File: src/rtl/pfloat_pkg.sv
// Shared types and constants for the fixed-to-float conversion path.
package pfloat_pkg;

  localparam int EXP_W = 8;
  localparam int MAN_W = 23;
  localparam int BIAS  = 127;

  typedef enum logic [2:0] {
    IDLE,
    LOAD,
    NORM,
    ROUND,
    PACK,
    DONE
  } state_t;

  typedef struct packed {
    logic             sign;
    logic [EXP_W-1:0] exp;
    logic [MAN_W-1:0] man;
  } float_t;

endpackage

File: src/rtl/float_round_pack.sv
// Combinational rounding and packing of a normalized magnitude into a
// single-precision word. ROUND_NEAREST_EN selects round-to-nearest-even;
// without it the mantissa is truncated toward zero.
module float_round_pack
  import pfloat_pkg::*;
#(
  parameter int W    = 32,
  parameter int FRAC = 16,
  parameter int SH_W = $clog2(W)
) (
  input  logic [W-1:0]    mag_i,
  input  logic            sign_i,
  input  logic [SH_W-1:0] shcnt_i,
  output float_t          res_o
);

  // Exponent of a value whose leading one already sits in the MSB.
  localparam logic [8:0] EXP_BASE = 9'(BIAS + W - 1 - FRAC);

  logic [MAN_W-1:0] man_t;
  logic             inc;
  logic [MAN_W:0]   man_sum;
  logic [8:0]       exp_n;
  logic [8:0]       exp_r;
  logic             unused_lead;
  logic             unused_exp_msb;

  // The leading one is implicit in the IEEE format.
  assign unused_lead = mag_i[W-1];
  assign man_t       = mag_i[W-2 -: MAN_W];

`ifdef ROUND_NEAREST_EN
  logic guard;
  logic sticky;

  assign guard = mag_i[W-25];
  if (W > 25) begin : g_sticky
    assign sticky = |mag_i[W-26:0];
  end else begin : g_no_sticky
    assign sticky = 1'b0;
  end
  assign inc = guard & (sticky | man_t[0]);
`else
  logic unused_low;

  assign unused_low = ^mag_i[W-25:0];
  assign inc        = 1'b0;
`endif

  // A carry out of the mantissa leaves man_sum[22:0] at zero and bumps the exponent.
  assign man_sum        = {1'b0, man_t} + {{MAN_W{1'b0}}, inc};
  assign exp_n          = EXP_BASE - {{(9-SH_W){1'b0}}, shcnt_i};
  assign exp_r          = exp_n + {8'd0, man_sum[MAN_W]};
  assign unused_exp_msb = exp_r[8];

  assign res_o = '{sign: sign_i, exp: exp_r[EXP_W-1:0], man: man_sum[MAN_W-1:0]};

endmodule

File: src/rtl/pfixed_to_pfloat.sv
// Iterative signed fixed-point to IEEE-754 single-precision converter.
// One normalization shift per cycle; Begin/ACK level handshake.
// Optional macro ROUND_NEAREST_EN: round-to-nearest-even instead of truncation.
module pfixed_to_pfloat
  import pfloat_pkg::*;
#(
  parameter int W    = 32,
  parameter int FRAC = 16
) (
  input  logic                CLK,
  input  logic                RST_N,
  input  logic                RST_FSM_FX,
  input  logic                Begin_FSM_FX,
  input  logic signed [W-1:0] FX,
  output logic                ACK_FX,
  output logic [31:0]         RESULT
);

  localparam int SH_W = $clog2(W);

  state_t          state_q, state_d;
  logic            sign_q,  sign_d;
  logic [W-1:0]    mag_q,   mag_d;
  logic [SH_W-1:0] shcnt_q, shcnt_d;
  logic            zero_q,  zero_d;
  float_t          fp_q,    fp_d;
  float_t          res_q,   res_d;
  float_t          fp_w;

  float_round_pack #(
    .W    (W),
    .FRAC (FRAC),
    .SH_W (SH_W)
  ) u_round_pack (
    .mag_i   (mag_q),
    .sign_i  (sign_q),
    .shcnt_i (shcnt_q),
    .res_o   (fp_w)
  );

  // Next-state and datapath update for each FSM state; the FSM reset only redirects control.
  always_comb begin
    state_d = state_q;
    sign_d  = sign_q;
    mag_d   = mag_q;
    shcnt_d = shcnt_q;
    zero_d  = zero_q;
    fp_d    = fp_q;
    res_d   = res_q;
    if (RST_FSM_FX) begin
      state_d = IDLE;
    end else begin
      case (state_q)
        IDLE: begin
          if (Begin_FSM_FX) state_d = LOAD;
        end
        LOAD: begin
          // Negating the most negative value wraps to 2^(W-1), which is the correct magnitude.
          sign_d  = FX[W-1];
          mag_d   = FX[W-1] ? $unsigned(-FX) : $unsigned(FX);
          shcnt_d = '0;
          zero_d  = (FX == '0);
          state_d = (FX == '0) ? PACK : NORM;
        end
        NORM: begin
          if (mag_q[W-1]) begin
            state_d = ROUND;
          end else begin
            mag_d   = mag_q << 1;
            shcnt_d = shcnt_q + 1'b1;
          end
        end
        ROUND: begin
          fp_d    = fp_w;
          state_d = PACK;
        end
        PACK: begin
          // Zero never reaches ROUND, so force +0 instead of using fp_q.
          res_d   = zero_q ? float_t'('0) : fp_q;
          state_d = DONE;
        end
        DONE: begin
          if (!Begin_FSM_FX) state_d = IDLE;
        end
        default: state_d = IDLE;
      endcase
    end
  end

  // State and datapath registers, cleared by the asynchronous reset.
  always_ff @(posedge CLK or negedge RST_N) begin
    if (!RST_N) begin
      state_q <= IDLE;
      sign_q  <= 1'b0;
      mag_q   <= '0;
      shcnt_q <= '0;
      zero_q  <= 1'b0;
      fp_q    <= '0;
      res_q   <= '0;
    end else begin
      state_q <= state_d;
      sign_q  <= sign_d;
      mag_q   <= mag_d;
      shcnt_q <= shcnt_d;
      zero_q  <= zero_d;
      fp_q    <= fp_d;
      res_q   <= res_d;
    end
  end

  assign ACK_FX = (state_q == DONE);
  assign RESULT = res_q;

endmodule

File: config.mk
export PLATFORM = sky130hd
export DESIGN_NAME = pfixed_to_pfloat
export DESIGN_NICKNAME = d
export VERILOG_FILES = /design/src/rtl/pfloat_pkg.sv /design/src/rtl/float_round_pack.sv /design/src/rtl/pfixed_to_pfloat.sv
export SDC_FILE = /design/constraint.sdc
export NUM_CORES = 1
export LEC_CHECK = 0
export ABC_AREA = 1
export CELL_PAD_IN_SITES_DETAIL_PLACEMENT = 1
export CELL_PAD_IN_SITES_GLOBAL_PLACEMENT = 1
export CORE_MARGIN = 2
export CORE_UTILIZATION = 40
export CTS_CLUSTER_SIZE = 14
export DETAILED_ROUTE_END_ITERATION = 8
export GPL_ROUTABILITY_DRIVEN = 0
export PLACE_DENSITY = 0.84
export REMOVE_ABC_BUFFERS = 1
export SLEW_MARGIN = 30
export SYNTH_ARGS = -nofsm -noshare
export SYNTH_HDL_FRONTEND = slang
export SYNTH_HIERARCHICAL = 1
export SYNTH_SLANG_ARGS = --single-unit
File: constraint.sdc
create_clock -name CLK -period 4.4 [get_ports CLK]
set_clock_uncertainty 0.05 [all_clocks]
set_input_delay 0.66 -clock CLK [delete_from_list [all_inputs] [get_ports CLK]]
set_output_delay 0.66 -clock CLK [all_outputs]
set_load 0.1 [all_outputs]
==> Word level (Yosys, flattened, before mapping) <==
Index checks and enable logic that the tools add are counted.
{ "totals": {"ff_bits": 106, "output_inout_bits": 33, "word_cells": 46} }
{ "classes": {"add_sub_neg": 3, "n_eq_ne": 9, "mux": 12, "bitwise_logic": 1, "n_reduce_logical": 9} }
{ "ops": {"columns": ["operator", "n"], "rows": [
  ["$mux W32", 3],
  ["$pmux W32 S2", 1],
  ["$logic_not A32 Y1", 1],
  ["$neg A32 Y32", 1],
  ["$pmux W3 S6", 1],
  ["$mux W3", 5],
  ["$pmux W5 S2", 1],
  ["$ne A3 B3 Y1 const B", 3],
  ["$reduce_and A2 Y1", 4],
  ["$sub A8 B5 Y8 const A", 1],
  ["$eq A3 B2 Y1 const B", 2],
  ["$eq A3 B3 Y1 const B", 2],
  ["$reduce_and A3 Y1", 2],
  ["$add A5 B1 Y5 const B", 1],
  ["$mux W5", 1],
  ["$eq A3 B1 Y1 const B", 1],
  ["$logic_not A3 Y1", 1],
  ["$ne A2 B2 Y1 const B", 1],
  ["$reduce_bool A2 Y1", 1],
  ["$not A1 Y1", 1]
]} }

==> Longest topological paths before layout <==
Gate-level depths: netlist (run 1).
{ "logic_depth": {"ltp_word": 4, "mapped_depth": 11, "ltp_nobuf": 11} }

==> Hierarchy <==
Netlist (run 1), hierarchy kept.
{ "by_module_without_submodules": {"columns": ["mod", "instances", "cells_each", "area_each_um2"], "rows": [
  ["pfixed_to_pfloat", 1, 647, 5539.1],
  ["float_round_pack", 1, 44, 280.3]
]} }

==> Least setup slack after synthesis (run 1) <==
OpenSTA, ideal clock, no wires.
{ "synth_path": {"path_kind": "register to output", "start": "register state_q[1]", "end": "output port ACK_FX", "arrival_ns": 1.215, "required_time_ns": 3.690, "setup_slack_ns": 2.475, "stages_incl_launch_ff": 4, "cell_sequence": "dfrtp_1 > inv_2 > nand3_1 > inv_1"} }
{ "synth_via": {"elab_chain_cells": 1} }
{ "synth_rtl": {"columns": ["item", "line", "rtl"], "rows": [
  ["start, declared", "pfixed_to_pfloat.sv:21", "state_t state_q, state_d;"],
  ["start signal, assigned", "pfixed_to_pfloat.sv:101", "state_q <= state_d;"],
  ["$eq A3 B3 Y1", "pfixed_to_pfloat.sv:111", "assign ACK_FX = (state_q == DONE);"],
  ["end, declared", "pfixed_to_pfloat.sv:15", "output logic ACK_FX,"]
]} }
No other way between the ends.

==> Final worst setup path (run 1) <==
Ends and elaborated chain as after synthesis.

==> metrics, run 1 <==
drt wl/cell=16.70 um; Final ANT Viol Nets=0; Area Growth Syn to Fin=16.02%; Final #Nets=761; setup TNS=0 ns; Hold Path Class=input port to asynchronous set/reset pin; critical path data required time=3.69 ns; CTS Buf Count=9; Max clock buf depth=2; Post-synth ARST share=100.0%; final-report hold violation count=0; sequential area share after synthesis=45.58%; Die Y-Extent=124.6 um; Finished Cell Area=6751 sq um; clk_lat worst skew=0.36 ns; Pwr Density=666.4 nW/um^2; synthesized flop and latch total=106; delay-heaviest family, CP=buffers and inverters; top_reg_cell synth=dfrtp_1; share of layout cells above drive strength 1=8.253%; crit-path cells=inv_2 -> nand3_1 -> inv_1 -> clkdlybuf4s50_1; fillers=1,722; H-tree levels=3; reg-to-reg slack, setup=1.76 ns; initial drt markers=234; total track usage=20.21%; final setup violation count=0; synthesized area=5819 sq um; WL final=15,220 um; commonest non-fill, non-tap cell in the layout=nand2_1; reg2reg end=mag_q[21]; peak supply drop=0.2451 mV; crit path buf inv count=3; P_leak=3.139 nW; gr ovfl total=0; Arrival @ worst endpoint=2.29 ns; fin crit period=3.003 ns; HPWL Detailed=10,640 um; clk slew on worst S/H paths=0.08 ns; Slew Limit Fails=0; effective utilization at floorplan=40.50%; Via-to-Cell Ratio=5.383; CP Max Fanout=6; CTS sink count=106; drt pass-1 iters=4; number of I/O port buffers=68; startpoint class of the critical path=register; initial antenna violation count=0; status=complete, no violations; synth unique cells=46; die footprint=15,530 sq um; vias in the first global route=5,141; DP Area=6414 sq um; CTS Root Cell=clkbuf_16; Post-CTS Setup Bufs=0; RSZ-0062 raised after global routing=false; R2R depth=7; Worst path slowest cell=clkdlybuf4s50_1; DR DRC count=0; post-CTS resize count=0; critical path class=register to primary output; register area=2653 sq um; first-pass GRT wire length=25,630 um; Slew HR=34.27%; crit end category=primary output; CTS Hold Bufs=0; slowest stage delay, CP=1.13 ns; worst setup margin=1.397 ns; Max Clock Freq=333.0 MHz; core area=14,370 sq um; multi-input gate area in the final layout=2499 sq um; Site Rows=44; total number of vias=4,904; pin count of the biggest net entering global routing=59; Antenna Cells=0; Worst-Margin Slew=0.9829 ns; CTS tree=done; Post-synth EDFFs=0; Post-Place Worst Slack=1.532 ns; IO Pins=69; YS warnings=6; Final Cycle Share=68.26%; Max-Cap Viols=0; syn avg cell area=8.422 sq um; Post-Syn Instances=691; die extent in x=124.6 um; most frequent cells in the layout=120 x nand2_1, 106 x dfrtp_1, 98 x nand3_1, 80 x inv_1, 67 x clkdlybuf4s50_1; RR Startpoint=state_q[2]
[per-layer routing]
layer / vias to the layer above / wire length [um] / share of wire (%) / global-route usage (%)
met5: - / 0 / 0 / 0
met3: 21 / 410 / 2.7 / 2.277
met1: 2464 / 6729 / 44 / 25.23
met2: 85 / 7819 / 51 / 36.23
met4: 0 / 257 / 1.7 / 7.006
li1: 2334 / - / - / -
[final cells by class]
cell class                 count  area share, %
sequential                   106          39.29
multi-input combinational    447          37.01
timing repair buffer          73          10.90
inverter                      85          4.800
tap                          184          3.410
clock buffer                   9          3.336
clock inverter                 7          1.260
[cell usage after synthesis (2+ instances only)]
master | instances | area, sq um
clkbuf_1 | 10 | 37.54
a21boi_1 | 3 | 22.52
buf_4 | 27 | 202.7
mux2_4 | 7 | 105.1
nor2_4 | 2 | 22.52
a2bb2oi_1 | 16 | 140.1
nor3_1 | 2 | 10.01
nor2_1 | 45 | 168.9
a21oi_1 | 32 | 160.2
a22oi_1 | 7 | 52.55
nor2_2 | 2 | 12.51
o21ai_0 | 43 | 215.2
dfrtp_1 | 106 | 2653
inv_1 | 81 | 304.0
mux2_1 | 12 | 135.1
a32o_1 | 2 | 20.02
or2_0 | 4 | 25.02
buf_2 | 11 | 55.05
nand2_1 | 120 | 450.4
inv_4 | 2 | 12.51
o22ai_1 | 2 | 12.51
nand4_1 | 8 | 50.05
ha_1 | 3 | 37.54
inv_2 | 2 | 7.510
xor2_1 | 2 | 17.52
mux2_2 | 13 | 146.4
xnor2_1 | 2 | 17.52
nand3_1 | 98 | 490.5
buf_6 | 4 | 45.04
o21ai_1 | 5 | 25.02
or2_2 | 2 | 12.51
o31ai_1 | 2 | 15.01
[cells by family (layout without fill, tap and decap cells)]
logic type / Yosys count / in the layout / share of synthesized area, %
AOI/OAI and AO/OA: 116 / 116 / 12.21
and+or+nand+nor: 292 / 292 / 22.83
buffers and inverters: 138 / 174 / 11.48
muxes: 32 / 32 / 6.644
DFF: 106 / 106 / 45.58
adders and majority gates: 3 / 3 / 0.6451
xor gates and xnor gates: 4 / 4 / 0.6021
[registers in the layout, summed over array words and instances, names as in the netlist]
name     count
mag_q       32
shcnt_q      5
zero_q       1
sign_q       1
state_q      3
RESULT      32
fp_q        32
[worst register-to-register path, delay by kind of cell, from the launching register on]
kind / cells / cell delay (ns)
and+or+nand+nor: 3 / 1.42
AOI/OAI and AO/OA: 2 / 0.25
buffers and inverters: 2 / 0.37
DFF: 1 / 0.47
[through the flow]
| stage | power (W) | hold WS, ns | instances | util, % |
|---|---|---|---|---|
| floorplan | 0.003102 | 0.3144 | 638 | - |
| CTS | 0.004516 | 0.2704 | 910 | 46.80 |
| global placement | 0.003580 | 0.4183 | 894 | 44.64 |
| finish | 0.004499 | 0.2433 | 911 | 46.99 |
| global route | 0.004732 | 0.2930 | 911 | 46.99 |
| detailed placement | 0.003655 | 0.4233 | 894 | 44.64 |
[worst max-delay path by stage]
stage                           from        end  slack [ns]  depth (start not counted)
after global routing      state_q[1]     ACK_FX        1.31                          4
after global placement    RST_FSM_FX    fp_q[5]        1.64                          4
final                     state_q[1]     ACK_FX        1.40                          4
after detailed placement  RST_FSM_FX   fp_q[16]        1.53                          4
after CTS                 state_q[1]     ACK_FX        1.38                          4
after floorplan           state_q[2]  mag_q[26]        2.24                          6
[report_power, final]
group / internal, W / total [W] / leakage [nW] / switching (W)
Combinational: 0.000593 / 0.00200 / 1.68 / 0.00140
Sequential: 0.00138 / 0.00165 / 1.32 / 0.000273
Clock: 0.000453 / 0.000850 / 0.146 / 0.000397
No activity file was read; power rests on OpenSTA's default activity.
==> run 2: changes to the inputs <==
Clock period 4.4 ns to 2.9 ns, I/O delays scaled along.
==> run 2 against run 1 <==
Die area unchanged. Sequential share of layout area up 0.15 points. Register-to-register slack worse by 1.0 ns. Worst hold slack worse by 0.24 ns. Clock power up 52%. Global-route usage up 0.13 points. Critical endpoint is now mag_q[21].
==> metrics, run 2 (synthesis results as in run 1) <==
gr ovfl total=0 (unchanged); Hold Path Class=input port to asynchronous set/reset pin (unchanged); crit end category=register (was primary output); DR DRC count=0 (unchanged); die footprint=15,530 sq um (unchanged); sequential power share=37.1% (was 36.7%); IO Pins=69 (unchanged); internal power=0.003624 W (was 0.002425 W); crit-path cells=inv_2 -> nand3_4 -> a21oi_4 -> o21ai_4 -> buf_4 -> a22oi_1 -> o21ai_0 (was inv_2 -> nand3_1 -> inv_1 -> clkdlybuf4s50_1); clock share of power=19.1% (was 18.9%); met1 usage=25.90% (was 25.23%); number of I/O port buffers=68 (unchanged); status=complete, no violations (unchanged); HPWL Detailed=10,790 um (was 10,640 um); sw power=0.003132 W (was 0.002074 W); first-pass GRT wire length=25,770 um (was 25,630 um); critical path data required time=3.09 ns (was 3.69 ns); CTS sink count=106 (unchanged); share of layout cells above drive strength 1=13.25% (was 8.253%); final setup violation count=0 (unchanged); grt met3 use=3.436% (was 2.277%); die extent in x=124.6 um (unchanged); Via-to-Cell Ratio=5.341 (was 5.383); CTS Buf Count=9 (unchanged); Site Rows=44 (unchanged); Die Y-Extent=124.6 um (unchanged); Post-CTS Setup Bufs=0 (unchanged); commonest non-fill, non-tap cell in the layout=nand2_1 (unchanged); post-CTS resize count=0 (unchanged); slowest stage delay, CP=0.46 ns (was 1.13 ns); Worst-Margin Slew=0.5392 ns (was 0.9829 ns); drt wl/cell=16.55 um (was 16.70 um); H-tree levels=3 (unchanged); setup TNS=0 ns (unchanged); vias in the first global route=5,169 (was 5,141); CTS tree=done (unchanged); startpoint class of the critical path=register (unchanged); final-report hold violation count=0 (unchanged); busiest metal layer after global routing=met2 (unchanged); Pwr Density=1005 nW/um^2 (was 666.4 nW/um^2); initial drt markers=236 (was 234); worst hold slack=0.002826 ns (was 0.2433 ns); WL final=15,160 um (was 15,220 um); RSZ-0062 raised after global routing=false (unchanged); Slew Limit Fails=0 (unchanged); initial antenna violation count=0 (unchanged); effective utilization at floorplan=40.50% (unchanged); CP Max Fanout=35 (was 6); Worst path slowest cell=dfrtp_1 (was clkdlybuf4s50_1); critical path class=register to register (was register to primary output); clk slew on worst S/H paths=0.07 ns (was 0.08 ns); core area=14,370 sq um (unchanged); Area Growth Syn to Fin=15.57% (was 16.02%); pin count of the biggest net entering global routing=63 (was 59); Final ANT Viol Nets=0 (unchanged); Final #Nets=766 (was 761); total track usage=20.34% (was 20.21%); GR Layer Usage met2=34.27% (was 36.23%); CTS Root Cell=clkbuf_16 (unchanged); sw frac=46.36% (was 46.11%); drt pass-1 iters=4 (unchanged); Max-Cap Viols=0 (unchanged); peak supply drop=0.4349 mV (was 0.2451 mV); Finished Core Util=46.80% (was 46.99%); fin crit period=2.149 ns; Final Cycle Share=74.10%; Max Clock Freq=465.4 MHz; Antenna Cells=0 (unchanged); clk_lat worst skew=0.37 ns (was 0.36 ns); P_leak=3.218 nW (was 3.139 nW); Arrival @ worst endpoint=2.33 ns (was 2.29 ns); total number of vias=4,892 (was 4,904); most frequent cells in the layout=120 x nand2_1, 106 x dfrtp_1, 98 x nand3_1, 81 x inv_1, 45 x nor2_1 (was 120 x nand2_1, 106 x dfrtp_1, 98 x nand3_1, 80 x inv_1, 67 x clkdlybuf4s50_1); CTS Hold Bufs=0 (unchanged); Logic pwr share=43.7% (was 44.4%); Max clock buf depth=2 (unchanged); Slew HR=64.05% (was 34.27%)
## run 2: cell count changes in the layout (fill, tap and decap cells not counted), sizes merged
| cell | change |
|---|---|
| inv | -1 |
| clkinvlp | -1 |
| buf | +38 |
| clkdlybuf4s50 | -33 |
| clkinv | +1 |
| clkbuf | +1 |
## run 2: worst max-delay path: cells and delay by family (launching register included)
family | cells | cell delay, ns
simple gates | 1 | 0.37
buf+inv | 2 | 0.42
flops | 1 | 0.46
compound gates | 4 | 0.70
## run 2: final cells by class
| cell class | count | area (sq um) |
|---|---|---|
| Clock buffer | 10 | 239.0 |
| Clock inverter | 6 | 72.57 |
| Fill cell | 1728 | 7644 |
| Inverter | 85 | 324.1 |
| Multi-Input combinational cell | 447 | 2499 |
| Sequential cell | 106 | 2653 |
| Tap cell | 184 | 230.2 |
| Timing Repair Buffer | 78 | 708.2 |
## run 2: per-stage QoR
step	cells	setup slack (ns)	power [W]	area, sq um
after CTS	916	0.7540	0.006813	6725
final	916	0.7511	0.006756	6725
after global placement	900	0.5770	0.005387	6414
after floorplan	638	0.7435	0.004707	5475
after global routing	916	0.5865	0.007103	6725
after detailed placement	900	0.5035	0.005500	6414
## run 2: path summary, 6_finish.rpt
path / start / endpoint / slack, ns / cells after the start
worst min register to register: fp_q[29] / fp_q[29] / 0.45 / 1
min in group CLK: fp_q[29] / fp_q[29] / 0.45 / 1
worst min-delay path: RST_N / RESULT[3] / 0.003 / 1
worst max register to register: state_q[0] / mag_q[21] / 0.75 / 7
worst max-delay path: state_q[0] / mag_q[21] / 0.75 / 7
max in group asynchronous: RST_N / mag_q[29] / 2.13 / 2
## run 2: power by group through the flow
stage / Combinational [W] / Sequential, W / Clock (W)
2_1_floorplan: 0.000890 / 0.00382 / 0
3_3_place_gp: 0.00289 / 0.00250 / 0
3_5_place_dp: 0.00296 / 0.00254 / 0
4_1_cts: 0.00298 / 0.00252 / 0.00132
5_1_grt: 0.00313 / 0.00260 / 0.00137
6_report: 0.00295 / 0.00251 / 0.00129
## run 2: layer usage
metal / vias up / wire length (um)
met4: 0 / 442
li1: 2345 / -
met3: 30 / 422
met2: 85 / 7484
met1: 2432 / 6805
met5: - / 0
